===== src/rtl/fl_pkg.sv =====
// Shared FP32 constants and types for the floating-point datapath.
//   EXP_BIAS / EXP_MAX / QNAN / FRAC_W : FP32 format constants
//   FLG_*                              : bit positions inside the 4-bit flags word
//                                        {invalid, overflow, underflow, inexact}
//   fl_unpacked_t                      : decoded operand (denormals flushed to zero)
//   fl_carry_t                         : per-operation fields carried down the pipeline
package fl_pkg;

  localparam int          EXP_BIAS      = 127;
  localparam logic [7:0]  EXP_MAX       = 8'hFF;
  localparam logic [31:0] QNAN          = 32'h7FC0_0000;
  localparam int          FRAC_W        = 23;

  localparam int          FLG_INVALID   = 3;
  localparam int          FLG_OVERFLOW  = 2;
  localparam int          FLG_UNDERFLOW = 1;
  localparam int          FLG_INEXACT   = 0;

  typedef struct packed {
    logic        sign;
    logic [7:0]  exp;
    logic [23:0] mant;
    logic        is_zero;
    logic        is_inf;
    logic        is_nan;
  } fl_unpacked_t;

  // sp/sp_res: special-case result decided up front, bypasses the arithmetic.
  typedef struct packed {
    logic        sp;
    logic [31:0] sp_res;
    logic        sign;
    logic [7:0]  exp;
  } fl_carry_t;

  // Denormals (exp == 0) are flushed to a signed zero with an empty mantissa.
  function automatic fl_unpacked_t fl_unpack(input logic [31:0] x);
    fl_unpacked_t u;
    u.sign    = x[31];
    u.exp     = x[30:23];
    u.is_zero = (x[30:23] == 8'h00);
    u.is_inf  = (x[30:23] == EXP_MAX) && (x[FRAC_W-1:0] == '0);
    u.is_nan  = (x[30:23] == EXP_MAX) && (x[FRAC_W-1:0] != '0);
    u.mant    = u.is_zero ? 24'h0 : {1'b1, x[FRAC_W-1:0]};
    return u;
  endfunction

endpackage


===== src/rtl/fl_sub32_pipe_lzc28.sv =====
// lzc28: combinational leading-zero count of a 28-bit vector.
//   val : input vector
//   cnt : number of zeros above the most significant set bit (28 when val == 0)
module lzc28 (
  input  logic [27:0] val,
  output logic [4:0]  cnt
);

  // Ascending scan: the last hit is the highest set bit.
  always_comb begin
    cnt = 5'd28;
    for (int i = 0; i < 28; i++) begin
      if (val[i]) cnt = 5'(27 - i);
    end
  end

endmodule


===== src/rtl/fl_sub32_pipe.sv =====
// fl_sub32_pipe: FP32 subtractor, out = in0 - in1, 4-stage pipeline, FTZ, round-to-nearest-even.
//   clk, rst_n           : clock, asynchronous active-low reset
//   in_valid / in_ready  : operand handshake (in_ready = ~out_valid | out_ready)
//   in0, in1             : minuend, subtrahend
//   out_valid / out_ready: result handshake; out held while stalled
//   out                  : difference
//   flags                : {invalid, overflow, underflow, inexact}, present only when
//                          FLSUB_FLAGS_EN is defined
// All stages share one advance enable; a stall freezes the whole pipe (no bubble collapse).
module fl_sub32_pipe
  import fl_pkg::*;
(
  input  logic        clk,
  input  logic        rst_n,
  input  logic        in_valid,
  output logic        in_ready,
  input  logic [31:0] in0,
  input  logic [31:0] in1,
  output logic        out_valid,
  input  logic        out_ready,
  output logic [31:0] out
`ifdef FLSUB_FLAGS_EN
  ,
  output logic [3:0]  flags
`endif
);

  logic advance;
  logic vld_p1_q, vld_p2_q, vld_p3_q, vld_p4_q;
  logic vld_p1_d, vld_p2_d, vld_p3_d, vld_p4_d;

  fl_carry_t   carry_p1_q, carry_p1_d, carry_p2_q, carry_p2_d, carry_p3_q, carry_p3_d;
  logic        eff_sub_p1_q, eff_sub_p1_d, eff_sub_p2_q, eff_sub_p2_d;
  logic [23:0] mant_a_p1_q, mant_a_p1_d, mant_b_p1_q, mant_b_p1_d;
  logic [7:0]  diff_p1_q, diff_p1_d;
  logic [23:0] mant_a_p2_q, mant_a_p2_d;
  logic [26:0] b_al_p2_q, b_al_p2_d;
  logic [27:0] sum_p3_q, sum_p3_d;
  logic [31:0] out_q, out_d;

  assign advance   = ~vld_p4_q | out_ready;
  assign in_ready  = advance;
  assign out_valid = vld_p4_q;
  assign out       = out_q;

  // ---- S1: unpack, specials, order by magnitude ----
  fl_unpacked_t ua, ub;
  logic [31:0]  b_flip;
  logic         sp_s1, a_big_s1;
  logic [31:0]  sp_res_s1;

  always_comb begin
    b_flip    = {~in1[31], in1[30:0]};
    ua        = fl_unpack(in0);
    ub        = fl_unpack(b_flip);
    a_big_s1  = (in0[30:0] >= in1[30:0]);
    sp_s1     = 1'b1;
    sp_res_s1 = QNAN;
    if (ua.is_nan || ub.is_nan)      sp_res_s1 = QNAN;
    else if (ua.is_inf && ub.is_inf) sp_res_s1 = (ua.sign != ub.sign) ? QNAN : {ua.sign, EXP_MAX, 23'h0};
    else if (ua.is_inf)              sp_res_s1 = {ua.sign, EXP_MAX, 23'h0};
    else if (ub.is_inf)              sp_res_s1 = {ub.sign, EXP_MAX, 23'h0};
    // Two zeros keep a negative sign only when both effective signs are negative.
    else if (ua.is_zero && ub.is_zero) sp_res_s1 = {ua.sign & ub.sign, 31'h0};
    else if (ua.is_zero)             sp_res_s1 = b_flip;
    else if (ub.is_zero)             sp_res_s1 = in0;
    else                             sp_s1     = 1'b0;
  end

  // ---- S2: align smaller mantissa into {m, G, R, S} ----
  logic [26:0] b_ext_s2, lost_s2, b_al_s2;

  always_comb begin
    b_ext_s2 = {mant_b_p1_q, 3'b000};
    lost_s2  = b_ext_s2 & ~(27'h7FF_FFFF << diff_p1_q);
    if (diff_p1_q >= 8'd27) b_al_s2 = 27'd1;
    else                    b_al_s2 = (b_ext_s2 >> diff_p1_q) | {26'd0, |lost_s2};
  end

  // ---- S3: magnitude add/subtract (A >= B, so never negative) ----
  logic [27:0] sum_s3;

  always_comb begin
    if (eff_sub_p2_q) sum_s3 = {1'b0, mant_a_p2_q, 3'b000} - {1'b0, b_al_p2_q};
    else              sum_s3 = {1'b0, mant_a_p2_q, 3'b000} + {1'b0, b_al_p2_q};
  end

  // ---- S4: normalise, round, pack ----
  logic [4:0]         lzc_s4;
  logic signed [9:0]  exp_n_s4, exp_r_s4;
  logic [26:0]        norm_s4;
  logic [24:0]        mant_r_s4;
  logic               rnd_up_s4;
  logic [31:0]        res_s4;
`ifdef FLSUB_FLAGS_EN
  logic [3:0]         flg_s4, flags_q, flags_d;
  assign flags = flags_q;
`endif

  lzc28 u_lzc (.val(sum_p3_q), .cnt(lzc_s4));

  always_comb begin
    // lzc == 0 is the carry case: exponent +1 and a right shift folding bit 0 into sticky.
    exp_n_s4 = $signed({2'b00, carry_p3_q.exp}) + 10'sd1 - $signed({5'b00000, lzc_s4});
    if (lzc_s4 == 5'd0) norm_s4 = {sum_p3_q[27:2], sum_p3_q[1] | sum_p3_q[0]};
    else                norm_s4 = 27'(sum_p3_q << (lzc_s4 - 5'd1));
    rnd_up_s4 = norm_s4[2] & (norm_s4[1] | norm_s4[0] | norm_s4[3]);
    mant_r_s4 = {1'b0, norm_s4[26:3]} + 25'(rnd_up_s4);
    exp_r_s4  = exp_n_s4 + $signed({9'd0, mant_r_s4[24]});
    res_s4    = 32'h0;
`ifdef FLSUB_FLAGS_EN
    flg_s4    = 4'h0;
`endif
    if (carry_p3_q.sp) begin
      res_s4 = carry_p3_q.sp_res;
`ifdef FLSUB_FLAGS_EN
      flg_s4[FLG_INVALID] = (carry_p3_q.sp_res == QNAN);
`endif
    end else if (sum_p3_q == 28'd0) begin
      res_s4 = 32'h0;
    end else if (exp_n_s4 <= 10'sd0) begin
      res_s4 = {carry_p3_q.sign, 31'h0};
`ifdef FLSUB_FLAGS_EN
      flg_s4[FLG_UNDERFLOW] = 1'b1;
      flg_s4[FLG_INEXACT]   = 1'b1;
`endif
    end else if (exp_r_s4 >= 10'sd255) begin
      res_s4 = {carry_p3_q.sign, EXP_MAX, 23'h0};
`ifdef FLSUB_FLAGS_EN
      flg_s4[FLG_OVERFLOW] = 1'b1;
      flg_s4[FLG_INEXACT]  = 1'b1;
`endif
    end else begin
      res_s4 = {carry_p3_q.sign, exp_r_s4[7:0],
                mant_r_s4[24] ? mant_r_s4[23:1] : mant_r_s4[22:0]};
`ifdef FLSUB_FLAGS_EN
      flg_s4[FLG_INEXACT] = |norm_s4[2:0];
`endif
    end
  end

  always_comb begin
    vld_p1_d     = vld_p1_q;     vld_p2_d     = vld_p2_q;
    vld_p3_d     = vld_p3_q;     vld_p4_d     = vld_p4_q;
    carry_p1_d   = carry_p1_q;   carry_p2_d   = carry_p2_q;   carry_p3_d = carry_p3_q;
    eff_sub_p1_d = eff_sub_p1_q; eff_sub_p2_d = eff_sub_p2_q;
    mant_a_p1_d  = mant_a_p1_q;  mant_b_p1_d  = mant_b_p1_q;  diff_p1_d  = diff_p1_q;
    mant_a_p2_d  = mant_a_p2_q;  b_al_p2_d    = b_al_p2_q;
    sum_p3_d     = sum_p3_q;
    out_d        = out_q;
`ifdef FLSUB_FLAGS_EN
    flags_d      = flags_q;
`endif
    if (advance) begin
      vld_p1_d          = in_valid;
      vld_p2_d          = vld_p1_q;
      vld_p3_d          = vld_p2_q;
      vld_p4_d          = vld_p3_q;
      carry_p1_d.sp     = sp_s1;
      carry_p1_d.sp_res = sp_res_s1;
      carry_p1_d.sign   = a_big_s1 ? ua.sign : ub.sign;
      carry_p1_d.exp    = a_big_s1 ? ua.exp  : ub.exp;
      eff_sub_p1_d      = ua.sign ^ ub.sign;
      mant_a_p1_d       = a_big_s1 ? ua.mant : ub.mant;
      mant_b_p1_d       = a_big_s1 ? ub.mant : ua.mant;
      diff_p1_d         = a_big_s1 ? (ua.exp - ub.exp) : (ub.exp - ua.exp);
      carry_p2_d        = carry_p1_q;
      eff_sub_p2_d      = eff_sub_p1_q;
      mant_a_p2_d       = mant_a_p1_q;
      b_al_p2_d         = b_al_s2;
      carry_p3_d        = carry_p2_q;
      sum_p3_d          = sum_s3;
      if (vld_p3_q) begin
        out_d = res_s4;
`ifdef FLSUB_FLAGS_EN
        flags_d = flg_s4;
`endif
      end
    end
  end

  always_ff @(posedge clk or negedge rst_n) begin
    if (!rst_n) begin
      vld_p1_q <= 1'b0;
      vld_p2_q <= 1'b0;
      vld_p3_q <= 1'b0;
      vld_p4_q <= 1'b0;
      out_q    <= 32'h0;
`ifdef FLSUB_FLAGS_EN
      flags_q  <= 4'h0;
`endif
    end else begin
      vld_p1_q <= vld_p1_d;
      vld_p2_q <= vld_p2_d;
      vld_p3_q <= vld_p3_d;
      vld_p4_q <= vld_p4_d;
      out_q    <= out_d;
`ifdef FLSUB_FLAGS_EN
      flags_q  <= flags_d;
`endif
    end
  end

  always_ff @(posedge clk) begin
    carry_p1_q   <= carry_p1_d;
    carry_p2_q   <= carry_p2_d;
    carry_p3_q   <= carry_p3_d;
    eff_sub_p1_q <= eff_sub_p1_d;
    eff_sub_p2_q <= eff_sub_p2_d;
    mant_a_p1_q  <= mant_a_p1_d;
    mant_b_p1_q  <= mant_b_p1_d;
    diff_p1_q    <= diff_p1_d;
    mant_a_p2_q  <= mant_a_p2_d;
    b_al_p2_q    <= b_al_p2_d;
    sum_p3_q     <= sum_p3_d;
  end

endmodule

===== config.mk =====
export PLATFORM = sky130hd
export DESIGN_NAME = fl_sub32_pipe
export DESIGN_NICKNAME = d
export VERILOG_FILES = /design/src/rtl/fl_pkg.sv /design/src/rtl/fl_sub32_pipe_lzc28.sv /design/src/rtl/fl_sub32_pipe.sv
export SDC_FILE = /design/constraint.sdc
export NUM_CORES = 1
export LEC_CHECK = 0
export CAP_MARGIN = 15
export CORE_ASPECT_RATIO = 0.8
export CORE_MARGIN = 4
export CORE_UTILIZATION = 29
export DETAILED_ROUTE_END_ITERATION = 10
export PLACE_DENSITY_LB_ADDON = 0.25
export REMOVE_ABC_BUFFERS = 1
export SLEW_MARGIN = 5
export SYNTH_ARGS = -nofsm -noshare
export SYNTH_HDL_FRONTEND = slang
export SYNTH_SLANG_ARGS = --single-unit

===== constraint.sdc =====
create_clock -name clk -period 12.9 [get_ports clk]
set_input_delay 1.935 -clock clk [delete_from_list [all_inputs] [get_ports clk]]
set_output_delay 1.935 -clock clk [all_outputs]
set_load 0.05 [all_outputs]

# ---- Word level (Yosys, flattened, before mapping)
# Cells that the tools add are included.
dict set report word_totals {
  reg_bits 299
  output_inout_bits 34
}
dict set report op_classes {
  n_addsub 9
  order_cmp 4
  eq_ne 3
  n_shift 3
  n_mux 50
  bitwise 12
  n_reduce_logical 18
}
# op n
set op_table {}
lappend op_table {{two-way mux 32 bit} 9}
lappend op_table {{two-way mux 24 bit} 4}
lappend op_table {{two-way mux 5 bit} 16}
lappend op_table {{two-way mux 31 bit} 2}
lappend op_table {{zero test 23 bit} 2}
lappend op_table {{nonzero test 23 bit} 2}
lappend op_table {{two-way mux 4 bit} 8}
lappend op_table {{>= comparator 31 bit} 1}
lappend op_table {{adder 27 x 27 -> 28 bit} 1}
lappend op_table {{zero test 28 bit} 1}
lappend op_table {{two-way mux 28 bit} 1}
lappend op_table {{<< shifter 28 x 5 -> 27 bit} 1}
lappend op_table {{subtractor 27 x 27 -> 28 bit} 1}
lappend op_table {{AND 27 bit} 1}
lappend op_table {{two-way mux 27 bit} 1}
lappend op_table {{inverter 27 bit} 1}
lappend op_table {{OR 27 x 1 -> 27 bit} 1}
lappend op_table {{OR reduction 27 bit} 1}
lappend op_table {{<< shifter 27 x 8 -> 27 bit (first input constant)} 1}
lappend op_table {{>> shifter 27 x 8 -> 27 bit} 1}
lappend op_table {{adder 24 x 1 -> 25 bit} 1}
lappend op_table {{two-way mux 23 bit} 1}
lappend op_table {{== test 8 bit (second input constant)} 2}
lappend op_table {{zero test 8 bit} 2}
lappend op_table {{21 further kinds} 37}

# ---- Depth between registers and ports, before layout
dict set report logic_depth {
  depth_word 41
  depth_mapped 33
  ltp_nobuf 30
}

# ---- Hierarchy
# Synthesis repeated with hierarchy kept, for this count alone.
dict set report hier_totals {
  hier_cells 2011
  area_unflattened_um2 19759.0
}
# module instances cells_each area_per_inst_um2
set by_module_without_submodules {}
lappend by_module_without_submodules {fl_sub32_pipe 1 1951 19422.4}
lappend by_module_without_submodules {lzc28 1 60 336.6}

# ---- Worst setup path before layout
# Ideal clock, no wire load.
dict set report synth_path {
  kind {input-to-reg}
  startpoint {input out_ready}
  endpoint {register out_q[10] (netlist: out[10])}
  setup_ps 121
  arrival_time_ps 11668
  t_required_ps 12779
  slack_ps 1111
  cell_stages 6
  n_path_buf 2
  cell_sequence {nand2b_1 clkbuf_1 nand2_1 a31o_1 buf_6 o22a_1}
}
dict set report synth_between {
  elab_chain_len 2
}
# item line
set synth_rtl {}
lappend synth_rtl {{start: declaration} fl_sub32_pipe.sv:20} ;# input logic out_ready,
lappend synth_rtl {{OR 1 bit} fl_sub32_pipe.sv:41} ;# assign advance = ~vld_p4_q | out_ready;
lappend synth_rtl {{via in_ready} fl_sub32_pipe.sv:16} ;# output logic in_ready,
lappend synth_rtl {{AND reduction 2 bit (no source line)} -}
lappend synth_rtl {{end signal: assignment} fl_sub32_pipe.sv:197} ;# out_q <= out_d;
lappend synth_rtl {{end: declaration} fl_sub32_pipe.sv:39} ;# logic [31:0] out_q, out_d;
# The timed path passes the listed nets, and every way through them passes these cells.
# A chain may end at the register's enable or synchronous reset.

# ---- Worst setup path after layout
dict set report layout_path {
  startpoint {register sum_p3_q[23]}
  endpoint {register out_q[5] (netlist: out[5])}
}
dict set report layout_between {
  elab_chain_len 18
  elab_cells_between_ends 23
  classes_between {add/sub: 4; order compare: 2; shift: 1; mux: 11; bitwise: 3; reduce/logical: 2}
}
# item line
set layout_rtl {}
lappend layout_rtl {{start: declaration} fl_sub32_pipe.sv:38} ;# logic [27:0] sum_p3_q, sum_p3_d;
lappend layout_rtl {{start signal: assignment} fl_sub32_pipe.sv:215} ;# sum_p3_q <= sum_p3_d;
lappend layout_rtl {{two-way mux 5 bit (5 in series)} fl_sub32_pipe_lzc28.sv:13} ;# if (val[i]) cnt = 5'(27 - i);
lappend layout_rtl {{subtractor 5 x 1 -> 5 bit} fl_sub32_pipe.sv:106} ;# else norm_s4 = 27'(sum_p3_q << (lzc_s4 - 5'd1));
lappend layout_rtl {{<< shifter 28 x 5 -> 27 bit} fl_sub32_pipe.sv:106}
lappend layout_rtl {{two-way mux 27 bit} fl_sub32_pipe.sv:105} ;# if (lzc_s4 == 5'd0) norm_s4 = {sum_p3_q[27:2], sum_p3_q[1] | sum_p3_q[0]};
lappend layout_rtl {{OR 1 bit (2 in series)} fl_sub32_pipe.sv:107} ;# rnd_up_s4 = norm_s4[2] & (norm_s4[1] | norm_s4[0] | norm_s4[3]);
lappend layout_rtl {{AND 1 bit} fl_sub32_pipe.sv:107}
lappend layout_rtl {{adder 24 x 1 -> 25 bit} fl_sub32_pipe.sv:108} ;# mant_r_s4 = {1'b0, norm_s4[26:3]} + 25'(rnd_up_s4);
lappend layout_rtl {{adder 10 x 2 -> 10 bit} fl_sub32_pipe.sv:109} ;# exp_r_s4 = exp_n_s4 + $signed({9'd0, mant_r_s4[24]});
lappend layout_rtl {{>= comparator 10 x 9 -> 1 bit} fl_sub32_pipe.sv:127} ;# end else if (exp_r_s4 >= 10'sd255) begin
lappend layout_rtl {{two-way mux 31 bit} fl_sub32_pipe.sv:127}
lappend layout_rtl {{two-way mux 31 bit} fl_sub32_pipe.sv:121} ;# end else if (exp_n_s4 <= 10'sd0) begin
lappend layout_rtl {{two-way mux 32 bit (*)} fl_sub32_pipe.sv:119} ;# end else if (sum_p3_q == 28'd0) begin
lappend layout_rtl {{two-way mux 32 bit (*)} fl_sub32_pipe.sv:114} ;# if (carry_p3_q.sp) begin
# Every way passes the cells marked *; elsewhere a longest branch is shown, timed or not.

==> qor.yml <==
wl_um: 63100
vias_per_cell: 5.40
hold_viol: 0
status: "finished, final reports clean"
first_pass_iters: 6
gp_congestion: 0.884
grt_usage_pct: 17.2
io_pins: 102
dp_hpwl_um: 48100
clk_path_buf_depth: 3
synth_top_family_by_area: "compound AO/OA/AOI/OAI gates"
met1Wirelength_um: 29800
clkSinkCount: 299
slowest_stage: "nor2b_1"
setup_viol: 0
layout_setup_ws_ps: 3470
die_w_um: 297
yosysMostFrequentCell: "edfxtp_1"
antenna_cells: 0
synth_edf_count: 263
maxSlewHeadroom_pct: 26.5
finalMaxSlewViolations: 0
grt_overflow: 0
cts_setup_buffers: 0
ant_nets: 0
synth_seq_cells: 299
antenna_found_initial: 0
yosys_warnings: 0
met2WireLength_um: 27600
timing.fmax_mhz: 106
holdWs_ps: 402
die_y_um: 239
cts_tree: "built"
dp_slack_ps: 3530
met3_length_um: 3790
coreArea_sq_um: 66000
grt_pass1_wl_um: 95100
syn_area_sq_um: 19400
synthFlopType: "edfxtp_1"
p_per_area_nw_per_um2: 294
finalSetupTns_ps: 0
critPathLaunchType: "flip-flop"
num_vias: 15700
fin_crit_ps: 9430
synth_simple_gate_area_share_pct: 15.5
critical_path_required_ps: 13360
synth_common_cells: "edfxtp_1 (263), nor2_1 (159), nand2_1 (154), a21oi_1 (146), o21ai_0 (138)"
clkTransAtPathRegs_ps: 70
dr.first_iter.drc_count: 1671
drive_gt1_share_pct: 7.93
async_reset_ff_share_pct: 12.0
nets: 2197
cp-end-kind: "flip-flop"
cts_buffers: 35
synth_seq_area_share_pct: 45.4
synth_top_area_cell: "edfxtp_1"
drc_errors: 0
grt_max_degree: 116
crit_fanout: 28
irDropWorstVdd_mv: 0.166
nFillCells: 6693
synth-xor-area-share_pct: 2.89
hp-class: "reg -> reg"
arrival_ps: 9890
synth_compound_area_share_pct: 19.5
worst_pin_slew_ps: 1100
h-tree-depth: 2
die_area_sq_um: 71100
cap_violations: 0
top_layer_used: "met4"
start_util_pct: 29.4
clock-root-buffer: "clkbuf_16"
io_buffers: 101
clock_latency_ps: 540
wl_per_cell_um: 21.7
syn_inst: 1970
grt_pass1_vias: 15100
cts_hold_buf: 0
yosys.area_share.adder_pct: 7.26
synth_cell_types: 99
final_min_period_over_clock_period_pct: 73.1
critical_path.max_stage_delay_ps: 830
final-seq-area_sq_um: 8800
rows: 84
synth_mux_area_share_pct: 4.42
grt_setup_unrepaired: "no"
multi_input_area_sq_um: 9650
crit_type: "reg -> reg"
finClkSkew_ps: 26.8
cts_resized: 0
area_growth_pct: 15.3
synth_area_leaders: "edfxtp_1 (41%), ha_1 (6.8%), dfrtp_1 (4.6%)"
p_leak_nw: 8.44
synth_top_area_share_pct: 40.7
avgSynthCellArea_sq_um: 9.84
==> cell type report <==
| class | count | area share (%) |
|---|---|---|
| multi-input combinational | 1428 | 43.2 |
| sequential | 299 | 39.4 |
| timing repair buffer | 126 | 5.41 |
| tap | 860 | 4.81 |
| clock buffer | 42 | 4.13 |
| inverter | 129 | 2.17 |
| clock inverter | 20 | 0.952 |
==> sequential cells by signal, summed over array words and instances, names as in the netlist, 8 cells and up <==
signal and cells:
mant_a_p2_q 24, diff_p1_q 8, sum_p3_q 28, b_al_p2_q 27
carry_p1_q 42, out 32, carry_p3_q 42, mant_b_p1_q 24
carry_p2_q 42, mant_a_p1_q 24
==> cell usage in the layout (no fill, tap or decap), types with 12 or more instances in the layout <==
| cell type | n |
|---|---|
| inv_1 | 126 |
| nor2_1 | 158 |
| a211oi_1 | 22 |
| nor3_1 | 41 |
| nand2_1 | 154 |
| o21ai_1 | 14 |
| or3_1 | 18 |
| a31oi_1 | 18 |
| mux2_2 | 16 |
| xnor2_1 | 41 |
| mux2i_1 | 27 |
| a22oi_1 | 26 |
| xor2_1 | 21 |
| clkdlybuf4s50_1 | 100 |
| nand4_1 | 20 |
| dfrtp_1 | 36 |
| a21oi_1 | 144 |
| a21o_1 | 25 |
| ha_1 | 106 |
| buf_4 | 23 |
| nand3_1 | 84 |
| nor4_1 | 29 |
| clkbuf_16 | 36 |
| nand2b_1 | 22 |
| and3_1 | 12 |
| o21bai_1 | 13 |
| o21ai_0 | 138 |
| o22a_1 | 19 |
| edfxtp_1 | 263 |
| o21a_1 | 22 |
| nor2b_1 | 20 |
| mux4_2 | 18 |
==> through the flow <==
step | utilization, % | area (sq um) | power (mW) | cells
finish | 33.9 | 22300 | 6.57 | 2904
global route | 33.9 | 22300 | 6.97 | 2904
CTS | 33.8 | 22300 | 6.58 | 2902
detailed placement | 32.1 | 21200 | 5.57 | 2840
global placement | 32.1 | 21200 | 5.60 | 2840
floorplan | - | 18900 | 4.30 | 1856
==> cells by family after synthesis <==
group | count (synthesis)
buffers and inverters | 243
adder cells (fa/ha/maj) | 110
flip-flops | 299
AND/OR/NAND/NOR | 614
AO/OA/AOI/OAI | 580
XOR/XNOR | 63
multiplexers | 61
==> routing by layer <==
layer  up-vias  GRT usage, %
li1       7465             -
met4         0          5.31
met1      7556          24.9
met5         -             0
met3        91          2.63
met2       559          26.5
==> critical path, delay by kind of cell (launching register included) <==
family,cells,cell delay (ps)
AO/OA/AOI/OAI,9,2650
multiplexers,1,90
buffers and inverters,2,400
flip-flops,1,490
XOR/XNOR,1,770
AND/OR/NAND/NOR,13,4320
adder cells (fa/ha/maj),2,600
==> worst paths after layout <==
check / startpoint / end / slack (ps) / depth (start not counted)
max in group asynchronous: rst_n / vld_p1_q$_DFFE_PN0N_ / 10690 / 1
worst max-delay path: sum_p3_q[23]$_DFFE_PN_ / out[5]$_DFFE_PN0P_ / 3470 / 28
worst max register to register: sum_p3_q[23]$_DFFE_PN_ / out[5]$_DFFE_PN0P_ / 3470 / 28
worst min register to register: carry_p2_q[5]$_DFFE_PN_ / carry_p3_q[5]$_DFFE_PN_ / 400 / 0
min in group asynchronous: rst_n / out[31]$_DFFE_PN0P_ / 1570 / 1
worst min-delay path: carry_p2_q[5]$_DFFE_PN_ / carry_p3_q[5]$_DFFE_PN_ / 400 / 0
==> power by group <==
part | leakage [nW] | internal, mW | switching, mW | total (mW)
clock network | 0.554 | 0.579 | 0.405 | 0.983
registers | 3.05 | 1.46 | 0.276 | 1.73
logic | 4.84 | 1.35 | 2.50 | 3.85
total | 8.44 | 3.39 | 3.18 | 6.57
Power figures use the tool's default switching activity.
